## src/rtl/vga_fb_arbiter.sv

```systemverilog
// Single-port framebuffer arbiter: display fetch > clear engine > pixel writer.
// Define FB_CLEAR_EN to compile in the clear-screen engine.
module vga_fb_arbiter #(
  parameter int H_START = 400,
  parameter int V_START = 221,
  parameter int WIDTH   = 160,
  parameter int HEIGHT  = 120
) (
  input  logic        clk_25,
  input  logic        reset_n,
  input  logic [9:0]  h_count,
  input  logic [9:0]  v_count,
  output logic [14:0] ram_addr,
  output logic        ram_we,
  output logic [7:0]  ram_wdata,
  input  logic [7:0]  ram_rdata,
  output logic [7:0]  pixel,
  output logic        pixel_valid,
  input  logic        wr_valid,
  output logic        wr_ready,
  input  logic [7:0]  wr_x,
  input  logic [6:0]  wr_y,
  input  logic [7:0]  wr_data,
  input  logic        clr_start,
  input  logic [7:0]  clr_color,
  output logic        clr_busy
);

  function automatic logic [14:0] fb_addr(input logic [14:0] y, input logic [14:0] x);
    fb_addr = (y << 7) + (y << 5) + x;
  endfunction

  logic        fw_s;
  logic [14:0] fetch_addr_s;
  logic        wr_xfer_s;
  logic        wr_in_range_s;
  logic        fetch_d1_r;
  logic        fetch_d2_r;
  logic        clr_busy_s;
  logic        clr_write_s;

  assign fw_s = ({1'b0, h_count} >= 11'(H_START)) && ({1'b0, h_count} < 11'(H_START + WIDTH)) &&
                ({1'b0, v_count} >= 11'(V_START)) && ({1'b0, v_count} < 11'(V_START + HEIGHT));

  // Offsets are only meaningful inside the window, where they fit 8/7 bits.
  assign fetch_addr_s = fb_addr({5'd0, v_count} - 15'(V_START), {5'd0, h_count} - 15'(H_START));

  assign wr_in_range_s = ({1'b0, wr_x} < 9'(WIDTH)) && ({1'b0, wr_y} < 8'(HEIGHT));
  assign wr_ready      = reset_n & ~fw_s & ~clr_busy_s;
  assign wr_xfer_s     = wr_valid & wr_ready;
  assign clr_busy      = clr_busy_s;

`ifdef FB_CLEAR_EN
  localparam logic [14:0] LAST_ADDR = 15'(WIDTH * HEIGHT - 1);

  typedef enum logic {CLR_IDLE = 1'b0, CLR_RUN = 1'b1} clr_state_e;

  clr_state_e  state_r;
  clr_state_e  state_nxt_s;
  logic [14:0] clr_ptr_r;
  logic [7:0]  clr_color_r;

  // Clear FSM state register
  always_ff @(posedge clk_25 or negedge reset_n) begin
    if (!reset_n) state_r <= CLR_IDLE;
    else          state_r <= state_nxt_s;
  end

  // Clear FSM next state; the run ends with the write of the last pixel
  always_comb begin
    state_nxt_s = state_r;
    case (state_r)
      CLR_IDLE: begin
        if (clr_start) state_nxt_s = CLR_RUN;
        else           state_nxt_s = CLR_IDLE;
      end
      CLR_RUN: begin
        if (!fw_s && (clr_ptr_r == LAST_ADDR)) state_nxt_s = CLR_IDLE;
        else                                   state_nxt_s = CLR_RUN;
      end
      default: state_nxt_s = CLR_IDLE;
    endcase
  end

  // Clear FSM outputs
  always_comb begin
    clr_busy_s  = 1'b0;
    clr_write_s = 1'b0;
    case (state_r)
      CLR_IDLE: begin
        clr_busy_s  = 1'b0;
        clr_write_s = 1'b0;
      end
      CLR_RUN: begin
        clr_busy_s  = 1'b1;
        clr_write_s = ~fw_s;
      end
      default: begin
        clr_busy_s  = 1'b0;
        clr_write_s = 1'b0;
      end
    endcase
  end

  // Clear pointer and latched fill colour
  always_ff @(posedge clk_25 or negedge reset_n) begin
    if (!reset_n) begin
      clr_ptr_r   <= 15'd0;
      clr_color_r <= 8'd0;
    end else if ((state_r == CLR_IDLE) && clr_start) begin
      clr_ptr_r   <= 15'd0;
      clr_color_r <= clr_color;
    end else if (clr_write_s) begin
      clr_ptr_r   <= clr_ptr_r + 15'd1;
    end
  end
`else
  logic [14:0] clr_ptr_r;
  logic [7:0]  clr_color_r;
  logic        unused_clr_s;

  assign clr_busy_s   = 1'b0;
  assign clr_write_s  = 1'b0;
  assign clr_ptr_r    = 15'd0;
  assign clr_color_r  = 8'd0;
  assign unused_clr_s = ^{clr_start, clr_color};
`endif

  // RAM port owner: fetch, then clear, then writer; idle cycles hold the address
  always_ff @(posedge clk_25 or negedge reset_n) begin
    if (!reset_n) begin
      ram_addr  <= 15'd0;
      ram_we    <= 1'b0;
      ram_wdata <= 8'd0;
    end else if (fw_s) begin
      ram_addr  <= fetch_addr_s;
      ram_we    <= 1'b0;
    end else if (clr_write_s) begin
      ram_addr  <= clr_ptr_r;
      ram_we    <= 1'b1;
      ram_wdata <= clr_color_r;
    end else if (wr_xfer_s && wr_in_range_s) begin
      ram_addr  <= fb_addr({8'd0, wr_y}, {7'd0, wr_x});
      ram_we    <= 1'b1;
      ram_wdata <= wr_data;
    end else begin
      ram_we    <= 1'b0;
    end
  end

  // Display pipeline: address edge, RAM read edge, pixel edge
  always_ff @(posedge clk_25 or negedge reset_n) begin
    if (!reset_n) begin
      fetch_d1_r  <= 1'b0;
      fetch_d2_r  <= 1'b0;
      pixel       <= 8'd0;
      pixel_valid <= 1'b0;
    end else begin
      fetch_d1_r  <= fw_s;
      fetch_d2_r  <= fetch_d1_r;
      pixel_valid <= fetch_d2_r;
      pixel       <= fetch_d2_r ? ram_rdata : 8'd0;
    end
  end

endmodule

```

## config.mk

```make
export PLATFORM = sky130hd
export DESIGN_NAME = vga_fb_arbiter
export DESIGN_NICKNAME = d
export VERILOG_FILES = /design/src/rtl/vga_fb_arbiter.sv
export SDC_FILE = /design/constraint.sdc
export NUM_CORES = 1
export LEC_CHECK = 0
export ABC_AREA = 1
export CAP_MARGIN = 20
export CELL_PAD_IN_SITES_DETAIL_PLACEMENT = 1
export CELL_PAD_IN_SITES_GLOBAL_PLACEMENT = 1
export CORE_ASPECT_RATIO = 2
export CORE_MARGIN = 2
export CORE_UTILIZATION = 34
export DETAILED_ROUTE_END_ITERATION = 7
export GPL_TIMING_DRIVEN = 1
export PLACE_DENSITY = 0.87
export SKIP_CTS_REPAIR_TIMING = 1
export SLEW_MARGIN = 20
export SYNTH_ARGS = -nofsm -noshare
export SYNTH_HDL_FRONTEND = slang
export SYNTH_SLANG_ARGS = --single-unit
```

## constraint.sdc

```tcl
create_clock -name clk_25 -period 2.35 [get_ports clk_25]
set_clock_uncertainty 0.2 [all_clocks]
set_input_delay 0.235 -clock clk_25 [delete_from_list [all_inputs] [get_ports clk_25]]
set_output_delay 0.235 -clock clk_25 [all_outputs]
set_load 0.01 [all_outputs]
```

After elaboration in Yosys (flattened, before gate mapping)

Index checks and enable logic that the tools add are counted.

$add $sub $neg: 6
Order comparisons: 6
Mux-type cells: 5
Bitwise operators: 3
Reductions and logical operators: 7

Operators with widths:

| kind                                                                                  | count |
|---|---|
| 15-bit adder                                                                          | 2 |
| 15-bit two-way mux                                                                    | 2 |
| 14-bit by 12-bit adder with 15-bit output                                             | 1 |
| 15-bit by 8-bit adder with 15-bit output                                              | 1 |
| 10-bit by 9-bit subtractor with 11-bit output (second input constant)                 | 1 |
| 10-bit by 8-bit greater-or-equal comparator with 1-bit output (second input constant) | 1 |
| 10-bit by 9-bit greater-or-equal comparator with 1-bit output (second input constant) | 1 |
| 10-bit < comparator (second input constant)                                           | 1 |
| 10-bit by 9-bit < comparator with 1-bit output (second input constant)                | 1 |
| 10-bit by 8-bit subtractor with 10-bit output (second input constant)                 | 1 |
| 8-bit < comparator (second input constant)                                            | 1 |
| 8-bit two-way mux                                                                     | 1 |
| 7-bit < comparator (second input constant)                                            | 1 |
| 1-bit logical AND                                                                     | 5 |
| 1-bit AND                                                                             | 2 |
| 1-bit two-way mux                                                                     | 2 |
| 2-bit AND reduction                                                                   | 1 |
| 2-bit nonzero test                                                                    | 1 |
| 1-bit inverter                                                                        | 1 |

Bits in registers: 35
Word-level logic and storage cells: 34

Longest topological paths before layout

Depth in word-level cells: 10
Mapped depth: 19
Gate-level depth less buffers: 19

Worst setup path after synthesis

OpenSTA, ideal clock, no wires.

Kind: in2reg
From: in v_count[0]
To: reg ram_addr[14]
Library setup time: 0.122 ns
Arrival: 2.493 ns
Slack: -0.465 ns
Cell stages on the path: 17
Path buffers: 0
Path through: inv_1 -> ha_1 -> nor2_4 -> nand3_2 -> nand2_2 -> xnor2_1 -> inv_1 -> fa_1 -> ha_1 -> a21oi_1 -> o21ai_0 -> a21oi_1 -> inv_1 -> nand3_1 -> nand3_1 -> nand2_1 -> nand2_1

Word-level cells in the longest chain between the ends: 8

RTL lines:

| element                                                              | line | source |
|---|---|---|
| start, declared                                                      | 12   | `input logic [9:0] v_count,` |
| parallel branches: the longest is 8 deep, another holds 15-bit adder | --   |  |
| end signal, assigned                                                 | 136  | `ram_addr <= fetch_addr_s;` |
| end signal, assigned                                                 | 139  | `ram_addr <= clr_ptr_r;` |
| end signal, assigned                                                 | 143  | `ram_addr <= fb_addr({8'd0, wr_y}, {7'd0, wr_x});` |
| end, declared                                                        | 13   | `output logic [14:0] ram_addr,` |

Parallel ways; which one is timed is not known.
A chain may end at the register's enable or synchronous reset.

Worst setup path after layout

Ends and elaborated chain as after synthesis.

==> metrics.txt <==
setup TNS=-2.58 ns; Syn Nets=516; Slowest-stage cell, CP=fa_1; result of the run=complete, but fails checks; fin crit share=124%; I/O Buffers=87; num rows=49; Hold Path Class=flip-flop to flip-flop; htree depth=2; routing usage on met1=18.4%; worst-path maximum fanout=3; DRT Pass-1 Iters=4; RSZ-0062 raised after global routing=yes; Hold Path End=fetch_d2_r$_DFF_PN0_; max incr delay on CP=0.58 ns; Synth warnings=0; Post-synth top flop=dfrtp_1; post-synth top area cell=dfrtp_1; WS Path Type=input port to flip-flop; overall via count from detail_route=3485; Sink Count=35; die area=0.0101 mm^2; Area Overhead vs Synth=66.1%; met2 GRT Util=47.8%; R2R Path End=pixel[5]$_DFF_PN0_; syn_area_per_cell=7.56 um^2; total track usage=22.6%; crit path cell chain=buf_6 > buf_8 > inv_12 > ha_4 > nor2_4 > nand3_2 > nand2_2 > nand3_2 > xor2_1 > inv_1 > fa_1 > ha_4 > a21oi_2 > o21ai_1 > a21oi_1 > inv_1 > nand3_1 > nand3_1 > nand2_1 > nand2_1; clock slew at reported path FFs=0.05 ns; PD cells=604 mW/mm^2; f_max=0.343 GHz; Core ar.=0.00901 mm^2; Critical Path AT=2.89 ns; Post-route DRC=0; failing checks=setup timing; crit start category=input port; vias per cell=5.11; initial antenna violation count=0; Netlist cell types=36; first-pass GRT wire length=18000 um; hold depth=0; GP Congestion=0.870; TritonCTS clock tree=built; Worst Reg2Reg Path Length in Cells=2; Remaining Overflow, GRT=0; number of buffers created by CTS=5; CP Capture Type=flip-flop; Synth Register Bits=35; Die H=140 um; Die X=71.9 um; top cells by area, synth=dfrtp_1 28%, nand2_1 17%, ha_1 11%; clock root cell=clkbuf_16; worst r2r src=fetch_d2_r$_DFF_PN0_; Max rail drop VDD=0.282 mV; Routed WL=12000 um; Critical path buffers and inverters=5; ant diodes=0; most frequent cells in the layout=129 x nand2_1, 74 x clkdlybuf4s50_1, 73 x buf_4, 43 x inv_1, 35 x dfrtp_1; FF-to-FF setup slack=1.42 ns; GR peak layer=met2; Wirelength per Cell=17.7 um; leading cell type in the layout, fill and taps excluded=nand2_1; Top Ports=98; Leak Pwr=0.00273 uW; met3 GRT Util=2.37%; initial drt markers=68; top-area cell type share of the netlist area=27.9%; share of cells above drive strength 1=29.8%; Post-synth EDFFs=0; Final min period=2.92 ns; final-report max-slew violation count=0; asr flop ratio synth=100%; Synth Cell Area=0.00314 mm^2; pre-CTS setup slack=-1.15 ns; Max clock buf depth=2; worst hold start=fetch_d1_r$_DFF_PN0_; Crit path max-delay family=adder cells; Clk Latency, worst-skew pair=0.28 ns; required time of the critical path=2.32 ns; Initial Util=34.8%; sequential area share after synthesis=27.9%; Synth Instances=415; Setup Viol. Count Final=8; DP HPWL=9560 um; nets@finish=681; worst setup margin=-0.568 ns; vias in the first global route=3954; Final Hold Vio Count=0; DRT antenna net count=0; largest net degree at the start of global routing=37; MaxCap Viol Count=0
-- cells by family (layout without fill, tap and decap cells) --
family / count (synthesis) / in the layout / share of synthesized area, %
other cells: 1 / 1 / 0.119
fa+ha+maj: 38 / 38 / 17.5
buf+inv: 67 / 232 / 9.65
compound gates: 45 / 45 / 9.65
flops: 35 / 35 / 27.9
xor+xnor: 19 / 19 / 5.30
simple gates: 210 / 210 / 29.9
-- state kept, by name (all words and copies together), names as in the netlist --
signal,count
ram_we,1
pixel_valid,1
fetch_d1_r,1
pixel,8
ram_wdata,8
fetch_d2_r,1
ram_addr,15
-- per-stage QoR --
stage / cell area (um^2) / std cells / util (%) / hold WS (ns) / power, uW
after floorplan: 3310 / 415 / - / -0.261 / 1590
after global placement: 4770 / 668 / 52.9 / 0.135 / 2230
after detailed placement: 4770 / 668 / 52.9 / 0.146 / 2330
after CTS: 4910 / 675 / 54.5 / -0.114 / 2990
after global routing: 5220 / 682 / 57.9 / 0.172 / 3350
final: 5220 / 682 / 57.9 / 0.153 / 3150
-- power breakdown --
part | total, uW | internal, uW | switching, uW
clock | 655 | 413 | 242
combinational | 1730 | 885 | 848
sequential | 762 | 704 | 58.6
total | 3150 | 2000 | 1150
-- area by class of cell --
| class | count | area (um^2) |
|---|---|---|
| Fill cell | 1065 | 3800 |
| Tap cell | 102 | 128 |
| Sequential cell | 35 | 876 |
| Clock inverter | 1 | 5.00 |
| Inverter | 57 | 231 |
| Clock buffer | 6 | 139 |
| Multi-Input combinational cell | 313 | 2320 |
| Timing Repair Buffer | 168 | 1510 |
-- worst max path at each step --
stage / startpoint / to / slack (ns) / cells past startpoint
final: v_count[0] / ram_addr[14]$_DFFE_PN0P_ / -0.57 / 20
after CTS: v_count[0] / ram_addr[14]$_DFFE_PN0P_ / -0.85 / 20
after global placement: v_count[0] / ram_addr[14]$_DFFE_PN0P_ / -0.96 / 20
after global routing: v_count[0] / ram_addr[14]$_DFFE_PN0P_ / -0.67 / 20
after floorplan: v_count[1] / ram_addr[14]$_DFFE_PN0P_ / -0.23 / 18
after detailed placement: v_count[0] / ram_addr[14]$_DFFE_PN0P_ / -1.15 / 20
-- layer usage --
metal,share of wire (%),vias to the layer above
met5,0,-
met4,4.6,0
met3,3.5,37
met2,61,115
met1,31,1680
li1,-,1653
-- synthesized netlist by cell type (2+ instances only) --
cell,number
a21o_1,3
a21oi_1,13
a31oi_1,2
buf_6,4
clkbuf_1,3
clkinv_1,2
dfrtp_1,35
fa_1,10
ha_1,28
inv_1,50
inv_2,5
nand2_1,144
nand2_2,7
nand3_1,30
nand3_2,3
nand4_1,5
nor2_1,10
nor2_4,2
nor3_1,4
o211ai_1,16
o21ai_0,5
o21ai_2,3
xnor2_1,6
xor2_1,13
-- worst reg2reg max path, cell delays in order, from the launching register on --
cell	delay, ns
dfrtp_1	0.47
nand2_1	0.11
inv_1	0.04
(Power assumes the default switching activity.)
